<file path="config.mk">
export PLATFORM = sky130hd
export DESIGN_NAME = exec_stage_param
export DESIGN_NICKNAME = d
export VERILOG_FILES = /design/src/rtl/exec_pkg.sv /design/src/rtl/exec_stage_param_mul.sv /design/src/rtl/exec_stage_param.sv
export SDC_FILE = /design/constraint.sdc
export NUM_CORES = 1
export LEC_CHECK = 0
export CAP_MARGIN = 20
export CORE_MARGIN = 3
export CORE_UTILIZATION = 50
export DETAILED_ROUTE_END_ITERATION = 16
export PLACE_DENSITY = 0.77
export SLEW_MARGIN = 30
export SYNTH_ARGS = -nofsm -noshare
export SYNTH_HDL_FRONTEND = slang
export SYNTH_HIERARCHICAL = 1
export SYNTH_SLANG_ARGS = --single-unit
</file>
<file path="constraint.sdc">
create_clock -name clk -period 3.4 [get_ports clk]
set_input_delay 0.34 -clock clk [delete_from_list [all_inputs] [get_ports clk]]
set_output_delay 0.34 -clock clk [all_outputs]
set_load 0.01 [all_outputs]
</file>
<file path="src/rtl/exec_pkg.sv">
// Shared definitions for the parametrised execution stage: opcodes, flag bit
// positions and the multiplier sequencing states.
package exec_pkg;

    localparam logic [4:0] OP_ADD  = 5'b00000;
    localparam logic [4:0] OP_ADC  = 5'b00001;
    localparam logic [4:0] OP_SUB  = 5'b00010;
    localparam logic [4:0] OP_SBB  = 5'b00011;
    localparam logic [4:0] OP_AND  = 5'b00100;
    localparam logic [4:0] OP_OR   = 5'b00101;
    localparam logic [4:0] OP_XOR  = 5'b00110;
    localparam logic [4:0] OP_NOT  = 5'b00111;
    localparam logic [4:0] OP_SLL  = 5'b01000;
    localparam logic [4:0] OP_SRL  = 5'b01001;
    localparam logic [4:0] OP_SRA  = 5'b01010;
    localparam logic [4:0] OP_INC  = 5'b01100;
    localparam logic [4:0] OP_DEC  = 5'b01101;
    localparam logic [4:0] OP_CMP  = 5'b01110;
    localparam logic [4:0] OP_MOV  = 5'b01111;
    localparam logic [4:0] OP_MUL  = 5'b10000;
    localparam logic [4:0] OP_MULH = 5'b10001;

    localparam int FLAG_Z = 0;
    localparam int FLAG_C = 1;
    localparam int FLAG_N = 2;
    localparam int FLAG_V = 3;

    typedef enum logic [1:0] {
        ST_IDLE,
        ST_RUN,
        ST_HOLD
    } exec_state_e;

endpackage

</file>
<file path="src/rtl/exec_stage_param_mul.sv">
// Iterative shift-add multiplier: one partial product per step, DATA_W steps
// after start. product_next exposes the accumulator value the next edge stores.
module exec_mul_seq
#(
    parameter int DATA_W = 8
) (
    input  logic                  clk,
    input  logic                  reset,
    input  logic                  start,
    input  logic                  step,
    input  logic [DATA_W-1:0]     a,
    input  logic [DATA_W-1:0]     b,
    output logic [2*DATA_W-1:0]   product,
    output logic [2*DATA_W-1:0]   product_next,
    output logic                  last,
    output logic                  done
);
    import exec_pkg::*;

    localparam int CW = $clog2(DATA_W) + 1;
    localparam logic [CW-1:0] CNT_LAST = CW'(DATA_W - 1);
    localparam logic [CW-1:0] CNT_DONE = CW'(DATA_W);

    logic [2*DATA_W-1:0] mcand_q, mcand_d;
    logic [DATA_W-1:0]   mplier_q, mplier_d;
    logic [2*DATA_W-1:0] acc_q, acc_d;
    logic [CW-1:0]       cnt_q, cnt_d;

    always_comb begin
        mcand_d  = mcand_q;
        mplier_d = mplier_q;
        acc_d    = acc_q;
        cnt_d    = cnt_q;
        if (start) begin
            mcand_d  = {{DATA_W{1'b0}}, a};
            mplier_d = b;
            acc_d    = '0;
            cnt_d    = '0;
        end else if (step && (cnt_q != CNT_DONE)) begin
            acc_d    = acc_q + (mplier_q[0] ? mcand_q : '0);
            mcand_d  = mcand_q << 1;
            mplier_d = mplier_q >> 1;
            cnt_d    = cnt_q + 1'b1;
        end
    end

    always_ff @(posedge clk or negedge reset) begin
        if (!reset) begin
            mcand_q  <= '0;
            mplier_q <= '0;
            acc_q    <= '0;
            cnt_q    <= '0;
        end else begin
            mcand_q  <= mcand_d;
            mplier_q <= mplier_d;
            acc_q    <= acc_d;
            cnt_q    <= cnt_d;
        end
    end

    assign product      = acc_q;
    assign product_next = acc_d;
    assign last         = (cnt_q == CNT_LAST);
    assign done         = (cnt_q == CNT_DONE);

endmodule

</file>
<file path="src/rtl/exec_stage_param.sv">
// Execution stage between decode and memory. Define EXEC_MUL_EN to build in the
// multi-cycle MUL/MULH unit and its busy handshake; otherwise they act as reserved.
module exec_stage_param
#(
    parameter int DATA_W = 8,
    parameter int RW_W   = 5,
    parameter int OP_W   = 5
) (
    input  logic              clk,
    input  logic              reset,
    input  logic [DATA_W-1:0] A,
    input  logic [DATA_W-1:0] B,
    input  logic [DATA_W-1:0] data_in,
    input  logic [OP_W-1:0]   op_dec,
    input  logic              valid_dec,
    input  logic              mem_en_dec,
    input  logic              mem_rw_dec,
    input  logic              mem_mux_sel_dec,
    input  logic [RW_W-1:0]   RW_dec,
    input  logic              stall_in,
    output logic [DATA_W-1:0] ans_ex,
    output logic [3:0]        flag_ex,
    output logic [DATA_W-1:0] data_out,
    output logic [DATA_W-1:0] B_Bypass,
    output logic              mem_en_ex,
    output logic              mem_rw_ex,
    output logic              mem_mux_sel_ex,
    output logic [RW_W-1:0]   RW_ex,
    output logic              valid_ex,
    output logic              busy_ex
);
    import exec_pkg::*;

    localparam int MSB  = DATA_W - 1;
    localparam int SH_W = $clog2(DATA_W);
    localparam logic [DATA_W:0] EXT_ONE = {{DATA_W{1'b0}}, 1'b1};

    logic [DATA_W-1:0] ans_q, ans_d, data_out_q, data_out_d, b_bypass_q, b_bypass_d;
    logic [3:0]        flag_q, flag_d;
    logic              mem_en_q, mem_en_d, mem_rw_q, mem_rw_d, mem_mux_q, mem_mux_d;
    logic [RW_W-1:0]   rw_q, rw_d;
    logic              valid_q, valid_d;

    logic [DATA_W:0]        alu_ext;
    logic signed [DATA_W:0] sra_ext;
    logic [SH_W-1:0]        amt;
    logic [DATA_W-1:0]      alu_res;
    logic [3:0]             alu_flags;
    logic                   alu_c, alu_v, alu_wr_ans, alu_wr_flags;
    logic                   idle, is_mul;

    assign amt = B[SH_W-1:0];

    always_comb begin
        alu_ext      = '0;
        sra_ext      = '0;
        alu_res      = A;
        alu_c        = 1'b0;
        alu_v        = 1'b0;
        alu_wr_ans   = 1'b1;
        alu_wr_flags = 1'b1;
        case (op_dec)
            OP_ADD, OP_ADC: begin
                alu_ext = {1'b0, A} + {1'b0, B} + {{DATA_W{1'b0}}, op_dec[0] & flag_q[FLAG_C]};
                alu_res = alu_ext[DATA_W-1:0];
                alu_c   = alu_ext[DATA_W];
                alu_v   = (A[MSB] == B[MSB]) && (alu_res[MSB] != A[MSB]);
            end
            OP_SUB, OP_SBB, OP_CMP: begin
                alu_ext = {1'b0, A} - {1'b0, B}
                          - {{DATA_W{1'b0}}, (op_dec == OP_SBB) & flag_q[FLAG_C]};
                alu_res = alu_ext[DATA_W-1:0];
                alu_c   = alu_ext[DATA_W];
                alu_v   = (A[MSB] != B[MSB]) && (alu_res[MSB] != A[MSB]);
                alu_wr_ans = (op_dec != OP_CMP);
            end
            OP_AND: alu_res = A & B;
            OP_OR:  alu_res = A | B;
            OP_XOR: alu_res = A ^ B;
            OP_NOT: alu_res = ~A;
            // An extra guard bit catches the last bit shifted out; zero amount leaves it 0.
            OP_SLL: begin
                alu_ext = {1'b0, A} << amt;
                alu_res = alu_ext[DATA_W-1:0];
                alu_c   = alu_ext[DATA_W];
            end
            OP_SRL: begin
                alu_ext = {A, 1'b0} >> amt;
                alu_res = alu_ext[DATA_W:1];
                alu_c   = alu_ext[0];
            end
            OP_SRA: begin
                sra_ext = $signed({A, 1'b0}) >>> amt;
                alu_res = sra_ext[DATA_W:1];
                alu_c   = sra_ext[0];
            end
            OP_INC: begin
                alu_ext = {1'b0, A} + EXT_ONE;
                alu_res = alu_ext[DATA_W-1:0];
                alu_c   = alu_ext[DATA_W];
                alu_v   = !A[MSB] && alu_res[MSB];
            end
            OP_DEC: begin
                alu_ext = {1'b0, A} - EXT_ONE;
                alu_res = alu_ext[DATA_W-1:0];
                alu_c   = alu_ext[DATA_W];
                alu_v   = A[MSB] && !alu_res[MSB];
            end
            OP_MOV: alu_res = B;
            default: alu_wr_flags = 1'b0;
        endcase
        alu_flags         = '0;
        alu_flags[FLAG_V] = alu_v;
        alu_flags[FLAG_N] = alu_res[MSB];
        alu_flags[FLAG_C] = alu_c;
        alu_flags[FLAG_Z] = (alu_res == '0);
    end

`ifdef EXEC_MUL_EN
    exec_state_e         state_q, state_d;
    logic                busy_q, busy_d;
    logic [DATA_W-1:0]   lat_data_q, lat_data_d, lat_b_q, lat_b_d;
    logic [RW_W-1:0]     lat_rw_q, lat_rw_d;
    logic                lat_mem_en_q, lat_mem_en_d, lat_mem_rw_q, lat_mem_rw_d;
    logic                lat_mux_q, lat_mux_d, lat_hi_q, lat_hi_d;
    logic                mul_start, mul_step, mul_last, mul_done;
    logic [2*DATA_W-1:0] mul_prod, mul_prod_next, mul_src;
    logic [DATA_W-1:0]   mul_word;

    exec_mul_seq #(.DATA_W(DATA_W)) u_mul (
        .clk          (clk),
        .reset        (reset),
        .start        (mul_start),
        .step         (mul_step),
        .a            (A),
        .b            (B),
        .product      (mul_prod),
        .product_next (mul_prod_next),
        .last         (mul_last),
        .done         (mul_done)
    );

    assign idle     = (state_q == ST_IDLE);
    assign is_mul   = (op_dec == OP_MUL) || (op_dec == OP_MULH);
    assign mul_step = (state_q == ST_RUN);
    // On the final iteration edge the product is still in flight; in HOLD it is stored.
    assign mul_src  = (state_q == ST_RUN) ? mul_prod_next : mul_prod;
    assign mul_word = lat_hi_q ? mul_src[2*DATA_W-1:DATA_W] : mul_src[DATA_W-1:0];
    assign busy_ex  = busy_q;
`else
    assign idle    = 1'b1;
    assign is_mul  = 1'b0;
    assign busy_ex = 1'b0;
`endif

    always_comb begin
        ans_d      = ans_q;
        flag_d     = flag_q;
        data_out_d = data_out_q;
        b_bypass_d = b_bypass_q;
        mem_en_d   = mem_en_q;
        mem_rw_d   = mem_rw_q;
        mem_mux_d  = mem_mux_q;
        rw_d       = rw_q;
        valid_d    = valid_q;
`ifdef EXEC_MUL_EN
        state_d      = state_q;
        busy_d       = busy_q;
        lat_data_d   = lat_data_q;
        lat_b_d      = lat_b_q;
        lat_rw_d     = lat_rw_q;
        lat_mem_en_d = lat_mem_en_q;
        lat_mem_rw_d = lat_mem_rw_q;
        lat_mux_d    = lat_mux_q;
        lat_hi_d     = lat_hi_q;
        mul_start    = 1'b0;
`endif
        if (idle && !stall_in) begin
            if (valid_dec && !is_mul) begin
                if (alu_wr_ans)   ans_d  = alu_res;
                if (alu_wr_flags) flag_d = alu_flags;
                data_out_d = data_in;
                b_bypass_d = B;
                mem_en_d   = mem_en_dec;
                mem_rw_d   = mem_rw_dec;
                mem_mux_d  = mem_mux_sel_dec;
                rw_d       = RW_dec;
                valid_d    = 1'b1;
            end else if (!valid_dec) begin
                valid_d  = 1'b0;
                mem_en_d = 1'b0;
                mem_rw_d = 1'b0;
            end
        end
`ifdef EXEC_MUL_EN
        if (idle && !stall_in && valid_dec && is_mul) begin
            mul_start    = 1'b1;
            state_d      = ST_RUN;
            busy_d       = 1'b1;
            valid_d      = 1'b0;
            mem_en_d     = 1'b0;
            mem_rw_d     = 1'b0;
            lat_data_d   = data_in;
            lat_b_d      = B;
            lat_rw_d     = RW_dec;
            lat_mem_en_d = mem_en_dec;
            lat_mem_rw_d = mem_rw_dec;
            lat_mux_d    = mem_mux_sel_dec;
            lat_hi_d     = (op_dec == OP_MULH);
        end
        if (((state_q == ST_RUN) && mul_last && !stall_in) ||
            ((state_q == ST_HOLD) && mul_done && !stall_in)) begin
            ans_d          = mul_word;
            flag_d         = '0;
            flag_d[FLAG_N] = mul_word[MSB];
            flag_d[FLAG_C] = |mul_src[2*DATA_W-1:DATA_W];
            flag_d[FLAG_Z] = (mul_word == '0);
            data_out_d     = lat_data_q;
            b_bypass_d     = lat_b_q;
            mem_en_d       = lat_mem_en_q;
            mem_rw_d       = lat_mem_rw_q;
            mem_mux_d      = lat_mux_q;
            rw_d           = lat_rw_q;
            valid_d        = 1'b1;
            busy_d         = 1'b0;
            state_d        = ST_IDLE;
        end else if ((state_q == ST_RUN) && mul_last) begin
            state_d = ST_HOLD;
        end
`endif
    end

    always_ff @(posedge clk or negedge reset) begin
        if (!reset) begin
            ans_q      <= '0;
            flag_q     <= '0;
            data_out_q <= '0;
            b_bypass_q <= '0;
            mem_en_q   <= 1'b0;
            mem_rw_q   <= 1'b0;
            mem_mux_q  <= 1'b0;
            rw_q       <= '0;
            valid_q    <= 1'b0;
`ifdef EXEC_MUL_EN
            state_q      <= ST_IDLE;
            busy_q       <= 1'b0;
            lat_data_q   <= '0;
            lat_b_q      <= '0;
            lat_rw_q     <= '0;
            lat_mem_en_q <= 1'b0;
            lat_mem_rw_q <= 1'b0;
            lat_mux_q    <= 1'b0;
            lat_hi_q     <= 1'b0;
`endif
        end else begin
            ans_q      <= ans_d;
            flag_q     <= flag_d;
            data_out_q <= data_out_d;
            b_bypass_q <= b_bypass_d;
            mem_en_q   <= mem_en_d;
            mem_rw_q   <= mem_rw_d;
            mem_mux_q  <= mem_mux_d;
            rw_q       <= rw_d;
            valid_q    <= valid_d;
`ifdef EXEC_MUL_EN
            state_q      <= state_d;
            busy_q       <= busy_d;
            lat_data_q   <= lat_data_d;
            lat_b_q      <= lat_b_d;
            lat_rw_q     <= lat_rw_d;
            lat_mem_en_q <= lat_mem_en_d;
            lat_mem_rw_q <= lat_mem_rw_d;
            lat_mux_q    <= lat_mux_d;
            lat_hi_q     <= lat_hi_d;
`endif
        end
    end

    assign ans_ex         = ans_q;
    assign flag_ex        = flag_q;
    assign data_out       = data_out_q;
    assign B_Bypass       = b_bypass_q;
    assign mem_en_ex      = mem_en_q;
    assign mem_rw_ex      = mem_rw_q;
    assign mem_mux_sel_ex = mem_mux_q;
    assign RW_ex          = rw_q;
    assign valid_ex       = valid_q;

endmodule

</file>
# Yosys cells after proc, flatten, opt, wreduce, memory -nomap -nowiden
# Cells that the tools add are included.
[totals]
ff_bits = 37
in_bits = 41
output_inout_bits = 38
elab_cells = 66
[op_classes]
addsub = 6
n_eq_ne = 19
n_shift = 3
muxes = 8
n_bitwise = 7
reduce_logical = 14
[op_table]
columns = ["cell", "count"]
rows = [
  ["$pmux W8 S12", 1],
  ["$eq A5 B4 Y1 const B", 7],
  ["$eq A5 B3 Y1 const B", 4],
  ["$reduce_or A15 Y1", 1],
  ["$eq A5 B2 Y1 const B", 2],
  ["$add A8 B1 Y9 const B", 1],
  ["$add A8 B8 Y9", 1],
  ["$add A9 B1 Y9", 1],
  ["$shl A8 B3 Y9", 1],
  ["$shr A9 B3 Y9", 1],
  ["$sshr A9 B3 Y9", 1],
  ["$sub A8 B1 Y9 const B", 1],
  ["$sub A8 B8 Y9", 1],
  ["$sub A9 B1 Y9", 1],
  ["$and A8 B8 Y8", 1],
  ["$logic_not A8 Y1", 1],
  ["$not A8 Y8", 1],
  ["$or A8 B8 Y8", 1],
  ["$xor A8 B8 Y8", 1],
  ["$pmux W1 S7", 1],
  ["$reduce_and A3 Y1", 2],
  ["$eq A5 B1 Y1 const B", 1],
  ["$logic_not A5 Y1", 1],
  ["$mux W1", 5],
  ["11 further kinds", 18],
]

# Longest topological paths before layout
[logic_depth]
ltp_word = 6
depth_mapped = 15
mapped_depth_nobuf = 13

# Worst setup path before layout
# OpenSTA, ideal clock, no wires.
[synth_timing]
path_type = "input to register"
start = "input port op_dec[0]"
end = "register flag_q[3], in the netlist flag_ex[3]"
setup_time_ns = 0.110
arrival_time_ns = 3.102
required_ns = 3.290
slack_ns = 0.188
path_stages = 15
path_buffers = 2
path_cell_list = "buf_4 > clkbuf_1 > and2_1 > nand3_1 > fa_1 > inv_1 > ha_1 > o21ai_0 > a311oi_1 > a21o_1 > a21oi_1 > xor2_1 > xnor2_1 > a31oi_1 > o41ai_1"
[synth_between]
elab_chain_cells = 6
word_cells_on_any_way = 29
cone_classes = "add/sub: 2; eq/ne: 16; mux: 2; bitwise: 2; reduce/logical: 7"
[synth_rtl]
columns = ["item", "line_no", "rtl"]
rows = [
  ["start: declaration", "exec_stage_param.sv:14", "input logic [OP_W-1:0] op_dec,"],
  ["$eq A5 B2 Y1", "--", ""],
  ["$and A1 B1 Y1", "exec_stage_param.sv:71", "- {{DATA_W{1'b0}}, (op_dec == OP_SBB) & flag_q[FLAG_C]};"],
  ["$sub A9 B1 Y9", "exec_stage_param.sv:71", ""],
  ["$ne A1 B1 Y1", "exec_stage_param.sv:74", "alu_v = (A[MSB] != B[MSB]) && (alu_res[MSB] != A[MSB]);"],
  ["$logic_and A1 B1 Y1", "exec_stage_param.sv:74", ""],
  ["$pmux W1 S4", "exec_stage_param.sv:62", "case (op_dec)"],
  ["end signal: assignment", "exec_stage_param.sv:257", "flag_q <= flag_d;"],
  ["end: declaration", "exec_stage_param.sv:39", "logic [3:0] flag_q, flag_d;"],
]
# Several ways; a longest one is shown, not always the timed one.
# A chain may end at the register's enable or synchronous reset.

# Final worst setup path
[layout_timing]
start = "input port op_dec[1]"
end = "register flag_q[2], in the netlist flag_ex[2]"
[layout_between]
elab_chain_cells = 4
word_cells_on_any_way = 23
cone_classes = "add/sub: 1; eq/ne: 14; mux: 2; bitwise: 1; reduce/logical: 5"
[layout_rtl]
columns = ["item", "line_no"]
rows = [
  ["$eq A5 B2 Y1, or another cell as far along", "--"],
  ["$and A1 B1 Y1 / $reduce_or A15 Y1 (equally long branches)", "--"],
  ["$sub A9 B1 Y9 / $mux W1 (equally long branches)", "exec_stage_param.sv:71, exec_stage_param.sv:62"],
  ["$pmux W8 S12 / $reduce_and A3 Y1 (equally long branches)", "--"],
]
# Several ways; a longest one is shown, not always the timed one.

==> metrics.md <==
| Metric | Value |
|---|---|
| Pre-Repair DR Iteration Count | `5` |
| Clock latency on the worst-skew pair | `290 ps` |
| Minimum setup slack among reg-to-reg paths | `~310 ps` |
| Synth Area in Compound Gates | `23.4%` |
| Drt via density | `6.28` |
| Slew Limit Fails | `0` |
| Max cap viols | `0` |
| Critical Path Start Type | `input port` |
| Clock sinks | `37` |
| Layout cells sized above 1 | `13.9%` |
| Setup tns final | `0 ps` |
| Post-layout minimum cycle time | `~3300 ps` |
| #FFs+latches synth | `37` |
| GRT Total Usage | `around a third` |
| Worst reg2reg path startpoint | `flag_ex[1]$_DFFE_PN0P_` |
| Antenna Cells | `0` |
| Crit path max fanout | `2` |
| Routed length per instance | `20.8 um` |
| Die area | `9240 um2` |
| Async SR Flop Fraction | `100%` |
| I/O Buffers | `between 70 and 80` |
| Run status | `finished, final reports clean` |
| Initial antenna violation count | `0` |
| Die width | `slightly below 100 um` |
| RSZ-0062 raised after global routing | `false` |
| Post-Syn Nets | `615` |
| Critical Path RT | `approximately 3600 ps` |
| Hold Worst Slack | `147 ps` |
| Non-Filler Instances | `741` |
| Cell count after synthesis | `535` |
| Chip height | `96.1 um` |
| Largest family of logic cells by synthesized area | `simple AND/OR/NAND/NOR gates` |
| Setup crit end kind | `flop` |
| Post-synth EDFFs | `0` |
| Grt ovf | `0` |
| Global-route wire length before repair | `23.3 mm` |
| Vias in the first global route | `roughly 4400` |
| NumNets Final | `718` |
| Hold WC Path Type | `input port to async pin` |
| CTS tree | `built` |
| Critical Path AT | `roughly 3400 ps` |
| Reg2reg end | `flag_ex[1]$_DFFE_PN0P_` |
| DRC viols | `0` |
| Max Freq | `307 MHz` |
| Yosys cell types | `70` |
| Primary FF master, synth | `dfrtp_1` |
| Worst slew pin tran | `809 ps` |
| # IOs | `79` |
| YS warnings | `6` |
| Root Driver | `clkbuf_8` |
| Gpl congestion | `roughly 1.1` |
| Largest net degree at the start of global routing | `38` |
| FILL cells | `686` |
| Adder-cell share of the synthesized area | `12.8%` |
| Headroom to the max-slew limit | `46.1%` |
| Post-synthesis sequential area ratio | `22.8%` |
| Antenna violation net count after detailed routing | `0` |
| Area growth, synth to finish | `30.7%` |
| CTS buffer count | `5` |
| Crit Path Class | `input port to flop` |
| Routed wire length | `approximately 15 mm` |
| Peak VDD IR | `173 uV` |
| R2R depth | `14` |
| Worst Skew | `about 6.5 ps` |
| Post-synthesis cell area | `4060 um2` |
| Synth Area in Simple Gates | `between 20% and 30%` |
| Dpl cells | `733` |
| Multiplexer share of the synthesized area | `under 10%` |
| XOR/XNOR Fraction of Synth Area | `under 10%` |
| Initial Utilization | `52.0%` |
| Clock Path Buffers | `2` |
| Commonest cells after routing, fill and taps aside | `nand2_1 (97), clkdlybuf4s50_1 (76), buf_4 (55)` |
| Setup violators final | `0` |
| PwrDens | `300 nW/um2` |
| H-tree Lvls | `2` |
| Clock slew at reported path FFs | `70 ps` |
| DRT iter0 DRCs | `539` |
| Hpwl dp | `12.1 mm` |
| Via count | `4652` |
| Hold violation count in the final report | `0` |
| Core ar. | `7810 um2` |
| Area occupied by multi-input gates | `about 2900 um2` |
| Commonest non-fill, non-tap cell in the layout | `nand2_1` |
| Fin crit share | `95.8%` |
| Row cnt | `32` |
| Mean Syn Cell Area | `7.59 um2` |
| Sequential cell area | `926 um2` |
| Leak pwr | `about 2.3 nW` |
cell type report:
type | count | share of cell area, %
multi-input cells | 436 | 54.3
repair buffers | 132 | 22.2
flip-flops and latches | 37 | 17.4
well taps | 102 | 2.41
inverters | 26 | 1.84
clock buffers | 6 | 1.56
clock inverters | 2 | 0.259
worst max-delay path, cell delays in order:
cell and delay [ps]:
clkdlybuf4s50_1 470, nor2b_2 170, nand3_2 130, fa_1 540
inv_1 50, ha_1 170, o21ai_1 200, a311oi_1 160
a21o_1 220, a21oi_2 170, xor2_1 240, o21ai_1 150
buf_4 160, a21oi_1 120, o21ai_0 110
flip-flops by register name, summed over array words and instances (netlist names):
| register | cells |
|---|---|
| ans_ex | 8 |
| RW_ex | 5 |
| valid_ex | 1 |
| mem_rw_ex | 1 |
| mem_mux_sel_ex | 1 |
| mem_en_ex | 1 |
| data_out | 8 |
| B_Bypass | 8 |
| flag_ex | 4 |
report_power, final:
| group | internal (mW) | switching, mW |
|---|---|---|
| clock | 0.164 | 0.150 |
| combinational | 0.356 | 0.393 |
| sequential | 0.497 | 0.0303 |
Yosys cell counts, types with 8 or more instances:
cell      instances  area [um2]
o21ai_0          35         175
a21oi_1          27         135
inv_1            25        93.8
xnor2_1          10        87.6
dfrtp_1          37         926
mux2i_1           9        90.1
nor2_1           40         150
nand3_1          12        60.1
a211oi_1          8        60.1
clkbuf_1         23        86.3
o22ai_1          13        81.3
nand2_1          97         364
nor3_1           18        90.1
ha_1             35         438
nand2b_1         11        68.8
stage by stage:
stage / total power, mW / worst slack, ps / cell area (um2) / utilization [%]
after floorplan: 0.909 / 188 / 4060 / -
after global placement: 1.25 / -272 / 5190 / 66.5
after detailed placement: 1.27 / -393 / 5190 / 66.5
after CTS: 1.58 / 48.0 / 5290 / 67.7
after global routing: 1.68 / 7.47 / 5310 / 68.0
final: 1.59 / 143 / 5310 / 68.0
routing by layer:
layer / track usage [%] / part of all wire (%)
met2: 54.0 / 45
met5: 0 / 0
met1: 40.8 / 37
met4: 15.9 / 5.6
met3: 8.60 / 13
how the worst max path moves through the flow:
stage | from | end | depth (start not counted)
after CTS | op_dec[1] | flag_ex[3]$_DFFE_PN0P_ | 14
after global routing | op_dec[1] | ans_ex[7]$_DFFE_PN0P_ | 14
after global placement | op_dec[1] | flag_ex[3]$_DFFE_PN0P_ | 14
after detailed placement | op_dec[1] | flag_ex[3]$_DFFE_PN0P_ | 14
after floorplan | op_dec[0] | flag_ex[3]$_DFFE_PN0P_ | 15
final | op_dec[1] | flag_ex[2]$_DFFE_PN0P_ | 15
cells by family (layout without fill, tap and decap cells):
group / Yosys count / count (layout)
and+or+nand+nor: 220 / 220
AOI/OAI and AO/OA: 142 / 142
buffers and inverters: 62 / 166
adders and majority gates: 39 / 39
DFF: 37 / 37
muxes: 18 / 18
xor gates and xnor gates: 16 / 16
other: 1 / 1
repair_timing:
item / 4_1_cts / 5_1_grt
setup endpoints to repair: 4 / 5
hold buffers: 0 / 0
setup buffers: 0 / 0
resized for setup: 1 / 6
pin swaps: 2 / 1
Note: power is estimated with default switching activity, not from simulation.
